$ cat config.mk
export PLATFORM = sky130hd
export DESIGN_NAME = parity_tx_sched
export DESIGN_NICKNAME = d
export VERILOG_FILES = /design/src/rtl/parity_tx_sched.sv
export SDC_FILE = /design/constraint.sdc
export NUM_CORES = 1
export LEC_CHECK = 0
export ABC_AREA = 1
export CORE_MARGIN = 2
export CORE_UTILIZATION = 52
export DETAILED_ROUTE_END_ITERATION = 6
export PLACE_DENSITY = 0.82
export SYNTH_ARGS = -nofsm -noshare
export SYNTH_HDL_FRONTEND = slang
export SYNTH_SLANG_ARGS = --single-unit
$ cat constraint.sdc
create_clock -name clock -period 3.3 [get_ports clock]
set_clock_uncertainty 0.2 [all_clocks]
set_input_delay 0.99 -clock clock [delete_from_list [all_inputs] [get_ports clock]]
set_output_delay 0.99 -clock clock [all_outputs]
set_load 0.02 [all_outputs]
$ cat src/rtl/parity_tx_sched.sv
`default_nettype none
// ============================================================================
// Module   : parity_tx_sched
// Brief    : Round-robin scheduler sharing one byte serializer / parity
//            generator among NREQ requesters, with a RUN-phase timeout and
//            a parity cross-check on completion.
// Revision : 1.0 - initial release
// ============================================================================
module parity_tx_sched #(
  parameter int NREQ    = 4,
  parameter int DW      = 8,
  parameter int TIMEOUT = 15,
  localparam int IW     = (NREQ > 1) ? $clog2(NREQ) : 1,
  localparam int TW     = $clog2(TIMEOUT + 1)
) (
  input  logic               clock,
  input  logic               reset_n,
  input  logic [NREQ-1:0]    req,
  input  logic [NREQ*DW-1:0] req_data,
  output logic [NREQ-1:0]    grant,
  output logic               busy,
  output logic               done_valid,
  output logic [IW-1:0]      done_id,
  output logic               done_parity,
  output logic               parity_err,
  output logic               timeout_err,
  output logic               ser_load,
  output logic [DW-1:0]      ser_data,
  input  logic               ser_done,
  input  logic               ser_parity
);

  localparam logic [1:0] S_IDLE   = 2'd0;
  localparam logic [1:0] S_LOAD   = 2'd1;
  localparam logic [1:0] S_RUN    = 2'd2;
  localparam logic [1:0] S_REPORT = 2'd3;

  localparam logic [TW-1:0] TCNT_MAX = TW'(TIMEOUT);
  localparam logic [IW-1:0] LAST_ID  = IW'(NREQ - 1);

  logic [1:0]    state;
  logic [1:0]    state_nxt;
  logic [IW-1:0] ptr;
  logic [IW-1:0] cur_id;
  logic [DW-1:0] cur_byte;
  logic          exp_par;
  logic          cap_par;
  logic [TW-1:0] tcnt;

  logic          pick_found;
  logic [IW-1:0] pick_id;
  logic [DW-1:0] pick_byte;
  int            idx;

  // tcnt == 0 marks the blanking cycle right after load; done is ignored there
  logic          run_blank;
  logic          run_expired;

  assign run_blank   = (tcnt == '0);
  assign run_expired = (tcnt == TCNT_MAX);

  // Round-robin pick: first asserted request at or above ptr, wrapping around
  always_comb begin
    pick_found = 1'b0;
    pick_id    = '0;
    pick_byte  = '0;
    idx        = 0;
    for (int k = 0; k < NREQ; k++) begin
      idx = int'(ptr) + k;
      if (idx >= NREQ) begin
        idx = idx - NREQ;
      end
      if (!pick_found && req[idx]) begin
        pick_found = 1'b1;
        pick_id    = IW'(idx);
        pick_byte  = req_data[idx*DW +: DW];
      end
    end
  end

  // State register
  always_ff @(posedge clock or negedge reset_n) begin
    if (!reset_n) begin
      state <= S_IDLE;
    end else begin
      state <= state_nxt;
    end
  end

  // Next-state decode; timeout takes priority over a late done
  always_comb begin
    state_nxt = S_IDLE;
    case (state)
      S_IDLE:   state_nxt = pick_found ? S_LOAD : S_IDLE;
      S_LOAD:   state_nxt = S_RUN;
      S_RUN: begin
        if (run_expired) begin
          state_nxt = S_IDLE;
        end else if (!run_blank && ser_done) begin
          state_nxt = S_REPORT;
        end else begin
          state_nxt = S_RUN;
        end
      end
      S_REPORT: state_nxt = S_IDLE;
      default:  state_nxt = S_IDLE;
    endcase
  end

  // Transaction datapath: latch the winner, advance ptr, run the timeout counter
  always_ff @(posedge clock or negedge reset_n) begin
    if (!reset_n) begin
      ptr      <= '0;
      cur_id   <= '0;
      cur_byte <= '0;
      exp_par  <= 1'b0;
      cap_par  <= 1'b0;
      tcnt     <= '0;
    end else begin
      case (state)
        S_IDLE: begin
          if (pick_found) begin
            cur_id   <= pick_id;
            cur_byte <= pick_byte;
            exp_par  <= ^pick_byte;
          end
        end
        S_LOAD: begin
          tcnt <= '0;
          ptr  <= (cur_id == LAST_ID) ? '0 : cur_id + 1'b1;
        end
        S_RUN: begin
          if (!run_expired) begin
            if (!run_blank && ser_done) begin
              cap_par <= ser_parity;
            end else begin
              tcnt <= tcnt + 1'b1;
            end
          end
        end
        default: ;
      endcase
    end
  end

  // Outputs decoded purely from registered state
  always_comb begin
    grant       = '0;
    ser_load    = 1'b0;
    busy        = (state != S_IDLE);
    done_valid  = 1'b0;
    done_id     = '0;
    done_parity = 1'b0;
    parity_err  = 1'b0;
    timeout_err = 1'b0;
    case (state)
      S_LOAD: begin
        grant[cur_id] = 1'b1;
        ser_load      = 1'b1;
      end
      S_RUN: begin
        timeout_err = run_expired;
      end
      S_REPORT: begin
        done_valid  = 1'b1;
        done_id     = cur_id;
        done_parity = cap_par;
        parity_err  = cap_par ^ exp_par;
      end
      default: ;
    endcase
  end

  assign ser_data = cur_byte;

endmodule
`default_nettype wire

==> results of run 1 <==
sequential cells by signal (all words and copies together), names as in the netlist:
register	cells
exp_par	1
state	2
ptr	2
tcnt	4
cap_par	1
cur_id	2
ser_data	8
through the flow:
| stage | cell area, sq um | worst slack [ns] | hold slack (ns) | cells |
|---|---|---|---|---|
| 5_1_grt | 3410 | 0.0282 | 0.333 | 613 |
| 3_3_place_gp | 3330 | 0.110 | 0.271 | 609 |
| 2_1_floorplan | 2690 | 0.613 | 0.270 | 486 |
| 6_report | 3410 | 0.303 | 0.295 | 613 |
| 3_5_place_dp | 3330 | 0.00869 | 0.285 | 609 |
| 4_1_cts | 3400 | 0.236 | 0.302 | 613 |
routing by layer:
layer	global-route usage, %	wire length, um
met1	30.2	3050
met2	48.2	3690
met3	3.69	371
met4	7.09	108
met5	0	0
worst max-delay path, stage by stage:
cell and delay [ns]:
clkdlybuf4s50_1 0.50, inv_1 0.07, nand2_1 0.07, nand3_2 0.11, nand2_4 0.15, inv_4 0.09
nand4_4 0.12, clkinv_1 0.11, nand2_1 0.12, nand3_1 0.14, nand2_1 0.15, nand2_1 0.08
nand2_1 0.06, nand2_1 0.05, nand3_1 0.07, nand2_1 0.05
how the worst max path moves through the flow:
stage | end | from
floorplan | exp_par$_DFFE_PN0P_ | ptr[0]$_DFFE_PN0P_
global placement | exp_par$_DFFE_PN0P_ | req[3]
detailed placement | exp_par$_DFFE_PN0P_ | req[3]
CTS | exp_par$_DFFE_PN0P_ | req[3]
global route | exp_par$_DFFE_PN0P_ | req[3]
finish | exp_par$_DFFE_PN0P_ | req[3]
Yosys cell counts, types with 3 or more instances:
cell / n / area, sq um
a21oi_1: 6 / 30.0
buf_2: 6 / 30.0
buf_4: 5 / 37.5
buf_6: 4 / 45.0
dfrtp_1: 20 / 500
ha_1: 11 / 138
inv_1: 44 / 165
inv_2: 3 / 11.3
nand2_1: 227 / 852
nand2_2: 3 / 18.8
nand2_4: 4 / 45.0
nand3_1: 70 / 350
nand3_2: 4 / 40.0
nand4_1: 7 / 43.8
nor2_1: 34 / 128
nor2_2: 4 / 25.0
o21ai_0: 17 / 85.1
logic make-up after synthesis:
| group | synth area share [%] |
|---|---|
| buffers and inverters | 11.2 |
| flip-flops | 18.6 |
| XOR/XNOR | 0.326 |
| adder cells (fa/ha/maj) | 5.12 |
| AND/OR/NAND/NOR | 58.3 |
| AO/OA/AOI/OAI | 6.47 |
final cells by class:
| type | instances | share of cell area [%] |
|---|---|---|
| Tap cell | 70 | 2.57 |
| Sequential cell | 20 | 14.7 |
| Multi-Input combinational cell | 401 | 55.5 |
| Clock buffer | 3 | 1.21 |
| Timing Repair Buffer | 70 | 19.8 |
| Clock inverter | 1 | 0.881 |
| Inverter | 48 | 5.36 |
placed cells by master, fill, tap and decap left out, types with 2 or more instances in the layout:
cell type,n
nand2_1,227
nand3_1,70
clkdlybuf4s50_1,59
inv_1,44
nor2_1,34
dfrtp_1,20
o21ai_0,17
ha_1,11
buf_4,11
nand4_1,7
a21oi_1,6
nand2_4,5
nand3_2,4
nor2_2,4
clkbuf_8,3
inv_2,2
nand2_2,2
a31oi_1,2
==> impl_metrics.ini, run 1 <==
[cells_and_area]
areaGrowthSynthToFinish_pct = 26.8
nNetsFinal = 595
drive_gt1_share_pct = 6.81
multi_input_area_sq_mm = 0.00189
n_fill_cell = 480
final_util_pct = 67.6
diodes = 0
seq_area_sq_um = 500

[clock_network]
clk_pin_slew_ns = 0.07
cts_resized = 0
clkSinkCount = 20
cts_max_level = 1
cts_setup_buffers = 0
cts_tree = built
cts_inserted_buffers = 3
clkLatencyLatePin_ns = 0.26
cts_root_buf = clkbuf_8
max-clock-path-buffers = 2
hold_buffers = 0

[timing]
setup_viol = 0
hold_viol = 0
rsz0062_at_grt = false
slew_violations = 0
tightest_slew_ns = 0.598
fin_tns_setup_ns = 0
max_freq_ghz = 0.334
timing.final.crit_share_pct = 90.8
relSlewSlack_pct = 60.0
layout_min_cycle_time_ns = 3.00

[synthesis]
synth-seq-cells = 20
synth-edff-count = 0
synth_cell_types = 32
yosysSeqAreaShare_pct = 18.6
syn-cell-area_sq_mm = 0.00269
synthCells = 486
avgSynthCellArea_sq_um = 5.53
async_flop_share_pct = 100
syn_nets = 537
synth_warnings = 0
synth_flop_cell = dfrtp_1

[routing]
ant_nets = 0
drt_iter0_markers = 210
wirelength_mm = 7.22
vias = 3215
vias_per_cell = 5.24
drcViolationCount = 0
route.detailed.wl_per_inst_um = 11.8
dr.pass1.iters = 5

[grt]
gr-usage-all-layers_pct = 25.6
grt_pass1_vias = 2983
antenna_found_initial = 0
gr-total-overflow = 0
grt_max_degree = 37
grt_pass1_wl_mm = 12.7

[critical_path]
r2r-start = ptr[0]$_DFFE_PN0P_
path_class = primary input to register
crit_fanout = 12
end_kind = register
rrSetupSlack_ns = 0.39
crit_arrival_ns = 2.95
timing.rr.end = exp_par$_DFFE_PN0P_
cp.required_ns = 3.25
startpoint_type = primary input
worstRegToRegCells = 16

[min_path]
hold_depth = 2
hold_path_class = register to register
min_from = ser_data[1]$_DFFE_PN0P_
hold_end = ser_data[1]$_DFFE_PN0P_

[outcome]
status = complete, no violations

[placement]
gp_congestion = 0.943
dp_hpwl_mm = 5.90
io_buffers = 59

[floorplanning]
die_y_um = 75.9
die_w_um = 75.9
initial_utilization_pct = 53.3
num_rows = 26
pin_count = 60
die-area_sq_mm = 0.00576
core_sq_mm = 0.00504

[flow_run]
max-cap-violations = 0
Power of run 1 is not shown: default switching activity piles up to over one toggle a cycle in this logic, so the estimate is an artifact.
==> inputs of run 2 (changes only) <==
--- a/config.mk
+++ b/config.mk
@@ -7,9 +7,9 @@
 export LEC_CHECK = 0
 export ABC_AREA = 1
 export CORE_MARGIN = 2
-export CORE_UTILIZATION = 52
+export CORE_UTILIZATION = 44
 export DETAILED_ROUTE_END_ITERATION = 6
-export PLACE_DENSITY = 0.82
+export PLACE_DENSITY = 0.71
 export SYNTH_ARGS = -nofsm -noshare
 export SYNTH_HDL_FRONTEND = slang
 export SYNTH_SLANG_ARGS = --single-unit
==> run 2 against run 1 <==
  * Register-to-register slack improved by 0.08 ns
  * Critical path type unchanged
  * Via count fell by 2.4%
  * Design area rose by 0.29%
  * Worst setup slack got worse by 0.0078 ns
  * Global-route usage is 2.3 points lower
  * First-iteration DRC count is 15% lower
  * Non-clock buffer count rose by 3
  * Highest routed layer unchanged
  * Final cell count grew 1.3%
  * Critical path depth did not move
==> impl_metrics.ini, run 2 (same netlist as run 1, synthesis figures left out) <==
[outcome]
status = complete, no violations

[cells_and_area]
areaGrowthSynthToFinish_pct = 27.1
n_fill_cell = 598
largest_reg_flops = 8
layout_commonest_cell = nand2_1
drive_gt1_share_pct = 7.51
nNetsFinal = 598
diodes = 0
most-common-layout-cells = nand2_1, nand3_1, clkdlybuf4s50_1

[clock_network]
clk_pin_slew_ns = 0.07
cts_resized = 0
clkSinkCount = 20
cts_max_level = 1
clkLatencyLatePin_ns = 0.25
cts_setup_buffers = 0
hold_buffers = 0
cts_tree = built
cts_root_buf = clkbuf_8
max-clock-path-buffers = 2
cts_inserted_buffers = 3

[critical_path]
crit_arrival_ns = 2.95
cp.required_ns = 3.24
path_class = primary input to register
startpoint = req[3]
crit_fanout = 12
end_kind = register
startpoint_type = primary input
r2r-start = ptr[1]$_DFFE_PN0P_

[grt]
grt_util_met1_pct = 29.8
grt_pass1_wl_mm = 12.5
use_met2_pct = 42.8
grt_pass1_vias = 2834
top_usage_layer = met2
gr-usage-all-layers_pct = 23.3
antenna_found_initial = 0
grtUsageMet3_pct = 2.72
grt_max_degree = 23
gr-total-overflow = 0

[routing]
dr.pass1.iters = 4
drt_iter0_markers = 179
wirelength_mm = 7.42
ant_nets = 0
vias_per_cell = 5.05
drcViolationCount = 0
vias = 3137
route.detailed.wl_per_inst_um = 11.9

[flow_run]
max-cap-violations = 0

[floorplanning]
core_sq_mm = 0.00592
die_y_um = 82.2
die-area_sq_mm = 0.00675
num_rows = 28
pin_count = 60
initial_utilization_pct = 45.4
die_w_um = 82.2

[timing]
hold_viol = 0
fin_tns_setup_ns = 0
tightest_slew_ns = 0.637
timing.final.crit_share_pct = 91.0
setup_viol = 0
layout_min_cycle_time_ns = 3.00
slew_violations = 0
max_freq_ghz = 0.333
rsz0062_at_grt = false
relSlewSlack_pct = 57.4

[placement]
dp_hpwl_mm = 6.07
io_buffers = 59
gp_congestion = 0.929

[min_path]
min_from = ser_data[1]$_DFFE_PN0P_
hold_path_class = register to register
[run 2: changes by cell type in the layout (fill, tap and decap cells not counted), sizes merged]
cell | before | now
buf | 11 | 14
bufinv | 1 | 0
clkbuf | 3 | 4
[run 2: worst max-delay path, cell delays in order]
cell and delay, ns:
clkdlybuf4s50_1 0.51, inv_1 0.08, nand2_1 0.07, nand3_2 0.09, nand2_2 0.20, inv_4 0.12, nand4_4 0.14, clkinv_1 0.10
nand2_1 0.12, nand3_1 0.13, nand2_1 0.11, nand2_1 0.05, nand2_1 0.05, nand2_1 0.05, nand3_1 0.07, nand2_1 0.05
[run 2: layer usage]
metal | share of wire, % | vias to the layer above
met4 | 0.49 | 0
met3 | 4.0 | 4
met5 | 0 | -
met1 | 46 | 1406
li1 | - | 1660
met2 | 49 | 67
[run 2: path summary, 6_finish.rpt]
path	to	slack, ns	cells after the start
max reg2reg	exp_par$_DFFE_PN0P_	0.47	17
max	exp_par$_DFFE_PN0P_	0.30	16
min	ser_data[1]$_DFFE_PN0P_	0.29	2
min in group asynchronous	ptr[0]$_DFFE_PN0P_	0.87	2
max in group asynchronous	state[0]$_DFF_PN0_	1.82	2
min reg2reg	ser_data[1]$_DFFE_PN0P_	0.29	2
[run 2: stage by stage]
stage | cell area (sq um) | hold slack [ns] | setup WS, ns | utilization [%] | std cells
5_1_grt | 3420 | 0.317 | 0.0355 | 57.7 | 621
4_1_cts | 3410 | 0.295 | 0.203 | 57.7 | 621
6_report | 3420 | 0.289 | 0.296 | 57.7 | 621
3_3_place_gp | 3360 | 0.276 | 0.00701 | 56.7 | 617
3_5_place_dp | 3360 | 0.278 | -0.0461 | 56.7 | 617
2_1_floorplan | 2690 | 0.270 | 0.613 | - | 486
[run 2: area by class of cell]
| cell class | instances | area, sq um | share of cell area [%] |
|---|---|---|---|
| Multi-Input combinational cell | 401 | 1890 | 55.3 |
| Tap cell | 75 | 93.8 | 2.75 |
| Sequential cell | 20 | 500 | 14.6 |
| Inverter | 48 | 183 | 5.34 |
| Clock buffer | 4 | 55.1 | 1.61 |
| Timing Repair Buffer | 73 | 696 | 20.4 |
Power of run 2 is left out for the same reason.
